`src/rtl/cpu_ctrl_sequencer_pkg.sv`:
```
// rtl/cpu_ctrl_sequencer_pkg.sv - opcode, ALU/writeback codes, state encoding and instruction field positions
package cpu_ctrl_sequencer_pkg;

    localparam logic [3:0] OP_NOP  = 4'h0;
    localparam logic [3:0] OP_ADD  = 4'h1;
    localparam logic [3:0] OP_SUB  = 4'h2;
    localparam logic [3:0] OP_AND  = 4'h3;
    localparam logic [3:0] OP_OR   = 4'h4;
    localparam logic [3:0] OP_XOR  = 4'h5;
    localparam logic [3:0] OP_LDI  = 4'h6;
    localparam logic [3:0] OP_MOV  = 4'h7;
    localparam logic [3:0] OP_HALT = 4'hF;

    localparam logic [2:0] ALU_ADD    = 3'd0;
    localparam logic [2:0] ALU_SUB    = 3'd1;
    localparam logic [2:0] ALU_AND    = 3'd2;
    localparam logic [2:0] ALU_OR     = 3'd3;
    localparam logic [2:0] ALU_XOR    = 3'd4;
    localparam logic [2:0] ALU_PASS_A = 3'd5;

    localparam logic [1:0] WB_ALU = 2'd0;
    localparam logic [1:0] WB_IMM = 2'd1;

    localparam int OPC_LSB = 12;
    localparam int RD_LSB  = 9;
    localparam int RA_LSB  = 6;
    localparam int RB_LSB  = 3;
    localparam int IMM_W   = 9;

    typedef enum logic [2:0] {
        S_IDLE   = 3'd0,
        S_DECODE = 3'd1,
        S_EXEC   = 3'd2,
        S_WB     = 3'd3,
        S_HALT   = 3'd4
    } state_t;

endpackage

```
`src/rtl/cpu_ctrl_sequencer_if.sv`:
```
// rtl/cpu_ctrl_sequencer_if.sv - fetch-to-sequencer instruction handshake
interface cpu_ctrl_sequencer_if;
    logic        instr_valid;
    logic [15:0] instr;
    logic        instr_ready;

    modport master (output instr_valid, output instr, input instr_ready);
    modport slave  (input instr_valid, input instr, output instr_ready);
endinterface

```
`src/rtl/cpu_ctrl_sequencer_decoder.sv`:
```
// rtl/cpu_ctrl_sequencer_decoder.sv - combinational opcode decode; CPU_CTRL_HALT_EN makes opcode 15 a HALT
module cpu_instr_decoder
    import cpu_ctrl_sequencer_pkg::*;
(
    input  logic [3:0] opcode,
    output logic [2:0] alu_op,
    output logic [1:0] wb_sel,
    output logic       writes_rd,
    output logic       is_nop,
    output logic       is_halt,
    output logic       is_illegal
);

    always_comb begin
        alu_op     = ALU_ADD;
        wb_sel     = WB_ALU;
        writes_rd  = 1'b0;
        is_nop     = 1'b0;
        is_halt    = 1'b0;
        is_illegal = 1'b0;
        case (opcode)
            OP_NOP: is_nop = 1'b1;
            OP_ADD: begin alu_op = ALU_ADD;    writes_rd = 1'b1; end
            OP_SUB: begin alu_op = ALU_SUB;    writes_rd = 1'b1; end
            OP_AND: begin alu_op = ALU_AND;    writes_rd = 1'b1; end
            OP_OR:  begin alu_op = ALU_OR;     writes_rd = 1'b1; end
            OP_XOR: begin alu_op = ALU_XOR;    writes_rd = 1'b1; end
            OP_LDI: begin wb_sel = WB_IMM;     writes_rd = 1'b1; end
            OP_MOV: begin alu_op = ALU_PASS_A; writes_rd = 1'b1; end
`ifdef CPU_CTRL_HALT_EN
            OP_HALT: is_halt = 1'b1;
`endif
            default: is_illegal = 1'b1;
        endcase
    end

endmodule

```
`src/rtl/cpu_ctrl_sequencer.sv`:
```
// rtl/cpu_ctrl_sequencer.sv - multi-cycle decode/control sequencer driving an 8x16 register file (HALT under CPU_CTRL_HALT_EN)
module cpu_ctrl_sequencer
    import cpu_ctrl_sequencer_pkg::*;
#(
    parameter int N     = 16,
    parameter int CNT_W = 16
) (
    input  logic                 clk,
    input  logic                 reset,
    cpu_ctrl_sequencer_if.slave  fetch,
    output logic [2:0]           rf_sel_a,
    output logic [2:0]           rf_sel_b,
    output logic [2:0]           rf_wr_addr,
    output logic                 rf_wr_en,
    output logic [2:0]           alu_op,
    output logic [1:0]           wb_sel,
    output logic [N-1:0]         imm_out,
    output logic                 busy,
    output logic                 illegal,
    output logic [CNT_W-1:0]     retired_count,
    output logic                 halted
);

    state_t     state;
    logic [2:0] dec_alu_op;
    logic [1:0] dec_wb_sel;
    logic       dec_writes_rd, dec_is_nop, dec_is_halt, dec_is_illegal;
    logic       writes_rd_q, is_nop_q, is_halt_q, is_illegal_q;
    logic [IMM_W-1:0] imm9;

    // Decode straight off the fetch bus so the select outputs are ready in DECODE.
    cpu_instr_decoder u_decoder (
        .opcode     (fetch.instr[OPC_LSB +: 4]),
        .alu_op     (dec_alu_op),
        .wb_sel     (dec_wb_sel),
        .writes_rd  (dec_writes_rd),
        .is_nop     (dec_is_nop),
        .is_halt    (dec_is_halt),
        .is_illegal (dec_is_illegal)
    );

    assign imm9 = fetch.instr[IMM_W-1:0];

    always_ff @(posedge clk) begin
        if (reset) begin
            state             <= S_IDLE;
            fetch.instr_ready <= 1'b1;
            rf_sel_a          <= '0;
            rf_sel_b          <= '0;
            rf_wr_addr        <= '0;
            rf_wr_en          <= 1'b0;
            alu_op            <= '0;
            wb_sel            <= '0;
            imm_out           <= '0;
            busy              <= 1'b0;
            illegal           <= 1'b0;
            retired_count     <= '0;
            halted            <= 1'b0;
            writes_rd_q       <= 1'b0;
            is_nop_q          <= 1'b0;
            is_halt_q         <= 1'b0;
            is_illegal_q      <= 1'b0;
        end else begin
            rf_wr_en <= 1'b0;
            illegal  <= 1'b0;
            case (state)
                S_IDLE: begin
                    if (fetch.instr_valid && fetch.instr_ready) begin
                        rf_sel_a          <= fetch.instr[RA_LSB +: 3];
                        rf_sel_b          <= fetch.instr[RB_LSB +: 3];
                        rf_wr_addr        <= fetch.instr[RD_LSB +: 3];
                        alu_op            <= dec_alu_op;
                        wb_sel            <= dec_wb_sel;
                        imm_out           <= {{(N-IMM_W){imm9[IMM_W-1]}}, imm9};
                        writes_rd_q       <= dec_writes_rd;
                        is_nop_q          <= dec_is_nop;
                        is_halt_q         <= dec_is_halt;
                        is_illegal_q      <= dec_is_illegal;
                        fetch.instr_ready <= 1'b0;
                        busy              <= 1'b1;
                        state             <= S_DECODE;
                    end
                end
                S_DECODE: begin
                    if (is_illegal_q) begin
                        illegal           <= 1'b1;
                        fetch.instr_ready <= 1'b1;
                        busy              <= 1'b0;
                        state             <= S_IDLE;
                    end else if (is_halt_q) begin
                        halted <= 1'b1;
                        busy   <= 1'b0;
                        state  <= S_HALT;
                    end else if (writes_rd_q) begin
                        state <= S_EXEC;
                    end else begin
                        // NOP retires here without touching the register file.
                        retired_count     <= retired_count + 1'b1;
                        fetch.instr_ready <= 1'b1;
                        busy              <= 1'b0;
                        state             <= S_IDLE;
                    end
                end
                S_EXEC: begin
                    rf_wr_en      <= 1'b1;
                    retired_count <= retired_count + 1'b1;
                    state         <= S_WB;
                end
                S_WB: begin
                    fetch.instr_ready <= 1'b1;
                    busy              <= 1'b0;
                    state             <= S_IDLE;
                end
                S_HALT: state <= S_HALT;
                default: state <= S_IDLE;
            endcase
        end
    end

endmodule
```
`src/flat_wrapper.sv`:
```
// flat-port wrapper written by rule: the top's interface ports become plain ports
module cpu_ctrl_sequencer_flat import cpu_ctrl_sequencer_pkg::*;
#(
    parameter int N     = 16,
    parameter int CNT_W = 16
)
  (clk, reset, rf_sel_a, rf_sel_b, rf_wr_addr, rf_wr_en, alu_op, wb_sel, imm_out, busy, illegal, retired_count, halted, fetch_instr_valid, fetch_instr, fetch_instr_ready);
  cpu_ctrl_sequencer_if fetch_i ();
  input  logic clk;
  input  logic reset;
  output logic [2:0] rf_sel_a;
  output logic [2:0] rf_sel_b;
  output logic [2:0] rf_wr_addr;
  output logic rf_wr_en;
  output logic [2:0] alu_op;
  output logic [1:0] wb_sel;
  output logic [N-1:0] imm_out;
  output logic busy;
  output logic illegal;
  output logic [CNT_W-1:0] retired_count;
  output logic halted;
  input wire logic [$bits(fetch_i.instr_valid)-1:0] fetch_instr_valid;
  input wire logic [$bits(fetch_i.instr)-1:0] fetch_instr;
  output wire logic [$bits(fetch_i.instr_ready)-1:0] fetch_instr_ready;
  assign fetch_i.instr_valid = fetch_instr_valid;
  assign fetch_i.instr = fetch_instr;
  assign fetch_instr_ready = fetch_i.instr_ready;
  cpu_ctrl_sequencer #(.N(N), .CNT_W(CNT_W)) u_core (.clk(clk), .reset(reset), .fetch(fetch_i), .rf_sel_a(rf_sel_a), .rf_sel_b(rf_sel_b), .rf_wr_addr(rf_wr_addr), .rf_wr_en(rf_wr_en), .alu_op(alu_op), .wb_sel(wb_sel), .imm_out(imm_out), .busy(busy), .illegal(illegal), .retired_count(retired_count), .halted(halted));
endmodule
```
`config.mk`:
```
export PLATFORM = sky130hd
export DESIGN_NAME = cpu_ctrl_sequencer_flat
export DESIGN_NICKNAME = d
export VERILOG_FILES = /design/src/rtl/cpu_ctrl_sequencer_pkg.sv /design/src/rtl/cpu_ctrl_sequencer_if.sv /design/src/rtl/cpu_ctrl_sequencer_decoder.sv /design/src/rtl/cpu_ctrl_sequencer.sv /design/src/flat_wrapper.sv
export SDC_FILE = /design/constraint.sdc
export NUM_CORES = 1
export LEC_CHECK = 0
export CORE_MARGIN = 2
export CORE_UTILIZATION = 35
export CTS_BUF_LIST = sky130_fd_sc_hd__clkbuf_2 sky130_fd_sc_hd__clkbuf_4 sky130_fd_sc_hd__clkbuf_8
export DETAILED_ROUTE_END_ITERATION = 6
export GPL_TIMING_DRIVEN = 1
export PLACE_DENSITY = 0.66
export SYNTH_ARGS = -nofsm -noshare
export SYNTH_HDL_FRONTEND = slang
export SYNTH_SLANG_ARGS = --single-unit
```
`constraint.sdc`:
```
create_clock -name clk -period 2.5 [get_ports clk]
set_input_delay 0.375 -clock clk [delete_from_list [all_inputs] [get_ports clk]]
set_output_delay 0.375 -clock clk [all_outputs]
set_load 0.05 [all_outputs]
```
==> results of run 1 <==
## cell usage in the layout (no fill, tap or decap), types with 2 or more instances in the layout
cell,Yosys,routed
nor2_1,10,10
conb_1,1,2
or4_1,4,4
nand2_1,38,38
dfxtp_1,41,41
nand3b_1,2,2
xnor2_1,4,4
clkdlybuf4s50_1,0,67
mux2i_1,2,2
o31ai_1,3,3
o21ai_0,7,7
nor2b_1,2,2
or3_1,7,7
nand3_1,3,3
nor3_1,4,4
xor2_1,2,2
clkbuf_8,0,5
nor4bb_1,2,2
a21oi_1,32,32
nor4_1,3,3
buf_4,15,6
nand4b_1,2,2
inv_1,2,2
nand4_1,2,2
nand2b_1,2,2
clkinv_2,0,2
## registers in the layout, summed over array words and instances, names as in the netlist, 3 cells and up
name,flops
u_core.state,3
u_core.retired_count,16
u_core.alu_op,3
u_core.rf_wr_addr,3
u_core.imm_out,8
## metal layers
metal / global-route usage / share of wire / vias up
met1: 0.177 / 0.47 / 773
met3: 0.0379 / 0.047 / 2
met5: 0 / 0 / -
met2: 0.230 / 0.47 / 36
li1: - / - / 854
met4: 0.0436 / 0.0055 / 0
## cell type report
class | instances | area, um2 | share of cell area
clock buffer | 5 | 68.8 | 0.0268
clock inverter | 3 | 17.5 | 0.00683
inverter | 2 | 7.51 | 0.00293
multi-input combinational | 148 | 846 | 0.330
sequential | 41 | 821 | 0.320
tap | 70 | 87.6 | 0.0342
timing repair buffer | 73 | 716 | 0.279
## per-stage QoR
stage	hold slack, ns	setup slack [ns]	util	power, mW
3_3_place_gp	0.441	0.454	0.488	1.03
6_report	0.453	0.451	0.505	1.43
3_5_place_dp	0.446	0.412	0.488	1.03
2_1_floorplan	0.465	0.448	-	0.929
5_1_grt	0.485	0.306	0.505	1.49
4_1_cts	0.456	0.455	0.505	1.45
## power by group through the flow
stage	Sequential [mW]	Combinational, mW	Clock, mW
after global routing	0.703	0.333	0.454
after global placement	0.713	0.314	0
final	0.698	0.314	0.420
after detailed placement	0.714	0.315	0
after CTS	0.699	0.317	0.437
after floorplan	0.779	0.150	0
## worst register-to-register path, stage by stage, from the launching register on
cell	delay (ns)
dfxtp_1	0.51
or4b_4	0.54
a21o_1	0.29
or4_1	0.52
a21oi_1	0.14
## final timing paths
kind / startpoint / endpoint / slack (ns) / cells past startpoint
worst min register to register: u_core.alu_op[2]$_SDFFE_PP0P_ / u_core.alu_op[2]$_SDFFE_PP0P_ / 0.45 / 2
worst min-delay path: u_core.alu_op[2]$_SDFFE_PP0P_ / u_core.alu_op[2]$_SDFFE_PP0P_ / 0.45 / 2
worst max-delay path: u_core.state[0]$_SDFFE_PP0P_ / u_core.retired_count[14]$_SDFFE_PP0P_ / 0.45 / 4
worst max register to register: u_core.state[0]$_SDFFE_PP0P_ / u_core.retired_count[14]$_SDFFE_PP0P_ / 0.45 / 4
## cells in the mapped netlist (all sizes together), types with 4 or more instances
library cell and instances:
or3 7, a21oi 32, dfxtp 41, o21ai 7, xnor2 4, nor4 4
nor3 4, or4 4, nand2 38, nor2 10, clkbuf 8, buf 17
## logic make-up after synthesis
family	after synthesis
compound gates	48
xor+xnor	6
fa+ha+maj	1
buf+inv	27
flops	41
mux	3
other cells	1
simple gates	88
==> results.yml, run 1 <==
grt:
  grt_pass1_wl_um: 6780
  grt_pass1_vias: 1513
  grt_max_degree: 17
  track_usage: 0.139
  antenna_found_initial: 0
  grt.overflow.total: 0
setup_path:
  cp_data_required_time_ns: 2.72
  worstSetupEndpointType: "register"
  start_kind: "register"
  arrival_ns: 2.27
  cpMaxStageDelayCell: "or4b_4"
  slowest_delay_ns: 0.54
  crit_chain: "or4b_4, a21o_1, or4_1, a21oi_1"
  worst-path-buf-inv: 0
  crit_family: "simple AND/OR/NAND/NOR gates"
  crit_type: "reg2reg"
  critPathMaxFanout: 11
power:
  p_leak_nw: 0.859
  clockPowerShare: 0.293
  switching_power_mw: 0.446
  pwr-share-seq: 0.488
  power_density_nw_per_um2: 559
  peakVddDrop_mv: 0.392
  switching_share: 0.311
  comb_power_share: 0.219
  p_int_mw: 0.987
routing:
  drt_first_pass_iters: 4
  drtIter0Drc: 51
  ant_nets: 0
  routed_wirelength_um: 4030
  wl_per_cell_um: 11.8
  vias: 1665
  viasPerCell: 4.87
  drc: 0
sta:
  fin_tns_setup_ns: 0
  fin_crit_sh: 0.820
  hold_violations: 0
  fin_crit_ns: 2.05
  slew_viol_final: 0
  tightest_slew_ns: 0.629
  slew_headroom: 0.575
  fin_skew_ns: 0.0109
  setup_viol: 0
  rsz0062_at_grt: "no"
  max_freq_ghz: 0.488
yosys:
  synth_top_family_by_area: "simple AND/OR/NAND/NOR gates"
  synth-seq-cells: 41
  synthXorXnorAreaFrac: 0.0288
  synth_edf_count: 0
  async_reset_ff_frac: 0
  synth_area_um2: 1820
  synth.top_cell.area_share: 0.450
  yosys.area_share.simple: 0.261
  ys_types: 40
  synthMuxAreaShare: 0.0172
  yosysTopAreaCell: "dfxtp_1"
  yosysSeqAreaShare: 0.450
  synth_cells: 215
  synth_ff_type: "dfxtp_1"
  synthTopCellsByArea: "dfxtp_1 45%, a21oi_1 8.8%, nand2_1 7.8%, buf_4 6.2%, or3_1 2.4%"
  ys.warnings.count: 0
  synth_compound_area_frac: 0.146
  synthAdderAreaFrac: 0.00686
  avgSynthCellArea_um2: 8.48
die:
  io_pins: 70
  start_util: 0.359
  die-width_um: 76.2
  die_area_um2: 5800
  rows: 26
  die_h_um: 76.2
  core_um2: 5070
place:
  gp_congestion: 0.752
  placedCellCount: 334
  io_buffer_count: 67
  dpl.hpwl_um: 2950
  place_area_um2: 2480
clock_tree:
  cts_tree: "yes"
  cts_root_buf: "clkbuf_8"
  postCtsSetupBuffers: 0
  clock_path_buffers: 2
  postCtsHoldBufs: 0
  clk_pin_slew_ns: 0.08
  clk_latency_ns: 0.29
  cts_num_sinks: 41
  cts_made_buffers: 5
  htreeDepth: 2
  cts_resized: 0
worst_hold_path:
  hold_class: "reg2reg"
run_status:
  status: "completed"
final_layout:
  areaGrowthSynthToFinish_pct: 40.6
  num_antenna_cells: 0
  fillers: 518
  fin_area_um2: 2560
  instances_no_fill: 342
  fin_nets: 291
  drive_above_1_share: 0.0699
job:
  drv_cap: 0
Note: power is estimated with default switching activity, not from simulation.
==> inputs of run 2 (changes only) <==
Clock period 2.5 ns to 2 ns, I/O delays scaled along.
==> run 2 against run 1 <==
Largest cell class unchanged. Total power up 29%. Clock-buffer cell count up 3. Utilization up 2.4 points. Setup slack worse by 0.37 ns. Clock power up 34%. Sequential power up 24%. Via count up 2.6%. Critical endpoint is now imm_out[15]. Sequential share of layout area down 1.4 points. First-iteration DRC count down 20%. Register-to-register slack worse by 0.36 ns. Final cell count up 2.9%.
==> results.yml, run 2 (synthesized netlist as in run 1, its figures left out) <==
final_layout:
  fin_area_um2: 2690
  areaGrowthSynthToFinish_pct: 47.4
  num_antenna_cells: 0
  top_regs: "u_core.retired_count: 16 flops, u_core.imm_out: 8 flops"
  layout_commonest_cell: "clkdlybuf4s50_1"
  most-common-layout-cells: "64 x clkdlybuf4s50_1, 39 x dfxtp_1, 38 x nand2_1"
  fin_nets: 301
  largest_reg_flops: 16
  regMostFlops: "u_core.retired_count"
  drive_above_1_share: 0.113
setup_path:
  r2r-start: "u_core.state[1]$_SDFFE_PP0P_"
  arrival_ns: 1.62
  crit_type: "reg2out"
  critPathMaxFanout: 10
  crit_chain: "clkdlybuf4s50_1"
  start_kind: "register"
  cpMaxStageDelayCell: "clkdlybuf4s50_1"
  worstSetupEndpointType: "output pin"
  cp_data_required_time_ns: 1.70
  slowest_delay_ns: 0.86
  crit_family: "buffers and inverters"
  crit_start: "u_core.rf_sel_a[2]$_SDFFE_PP0P_"
  worst-path-buf-inv: 1
sta:
  fin_tns_setup_ns: 0
  fin_skew_ns: 0.00762
  slew_viol_final: 0
  fin_crit_sh: 0.961
  fin_ws_ns: 0.0781
  setup_viol: 0
  tightest_slew_ns: 0.542
  max_freq_ghz: 0.520
  hold_violations: 0
  slew_headroom: 0.638
  fin_crit_ns: 1.92
  rsz0062_at_grt: "no"
clock_tree:
  cts_root_buf: "clkbuf_8"
  clk_latency_ns: 0.29
  clock_path_buffers: 2
  htreeDepth: 2
  clk_pin_slew_ns: 0.08
  cts_tree: "yes"
  cts_num_sinks: 41
  cts_made_buffers: 5
worst_hold_path:
  min-delay-start: "u_core.imm_out[1]$_SDFFE_PP0P_"
  hold_class: "reg2reg"
place:
  gp_congestion: 0.720
  io_buffer_count: 67
  place_worst_setup_slack_ns: 0.0639
  place_area_um2: 2570
  dpl.hpwl_um: 3030
grt:
  grt_max_degree: 41
  grt.overflow.total: 0
  grt_pass1_wl_um: 7160
  antenna_found_initial: 0
  track_usage: 0.149
  grt_pass1_vias: 1568
die:
  core_um2: 5070
  die_h_um: 76.2
  die_area_um2: 5800
  die-width_um: 76.2
  rows: 26
  start_util: 0.359
  io_pins: 70
routing:
  ant_nets: 0
  route.met3.wl_um: 183
  routed_wirelength_um: 4250
  wl_per_cell_um: 12.1
  wl_met2_um: 2120
  drtIter0Drc: 41
  drc: 0
  vias: 1709
  highest_layer: "met4"
  viasPerCell: 4.86
  wl_met1_um: 1930
  drt_first_pass_iters: 4
power:
  peakVddDrop_mv: 0.284
  clockPowerShare: 0.305
  switching_power_mw: 0.550
  pwr-share-seq: 0.471
  power_density_nw_per_um2: 686
  switching_share: 0.298
  comb_power_share: 0.224
  p_int_mw: 1.29
  p_leak_nw: 0.977
job:
  drv_cap: 0
run_status:
  status: "completed"
run 2: layout make-up:
class	instances	area (um2)
sequential	41	823
inverter	2	7.51
fill	490	2390
tap	70	87.6
clock buffer	8	91.3
timing repair buffer	83	823
multi-input combinational	148	853
run 2: path summary, 6_finish.rpt:
kind	to	slack [ns]	depth (start not counted)
max	imm_out[15]	0.08	1
min	u_core.imm_out[1]$_SDFFE_PP0P_	0.45	2
max reg2reg	u_core.retired_count[14]$_SDFFE_PP0P_	0.09	4
min reg2reg	u_core.imm_out[1]$_SDFFE_PP0P_	0.45	2
run 2: per-stage QoR:
step,hold slack [ns],utilization,power [mW],std cells
after floorplan,0.436,-,1.16,216
after global placement,0.442,0.507,1.30,343
after detailed placement,0.446,0.507,1.30,343
after CTS,0.457,0.525,1.87,351
after global routing,0.479,0.529,1.93,352
final,0.455,0.529,1.84,352
run 2: power by group through the flow:
stage               registers [mW]  logic [mW]  clock network (mW)
floorplan                    0.973       0.188                   0
global placement             0.887       0.412                   0
detailed placement           0.888       0.414                   0
CTS                          0.869       0.415               0.585
global route                 0.873       0.435               0.618
finish                       0.868       0.413               0.562
run 2: what timing repair did:
item,CTS,global route
resized for setup,0,5
hold buffers,0,0
hold endpoints to repair,0,0
setup endpoints to repair,0,12
buffers inserted,0,1
run 2: per-layer routing:
layer  vias to the layer above  GRT usage
met1                       798      0.171
met4                         0     0.0436
met5                         -          0
li1                        875          -
met3                         2     0.0498
met2                        34      0.263
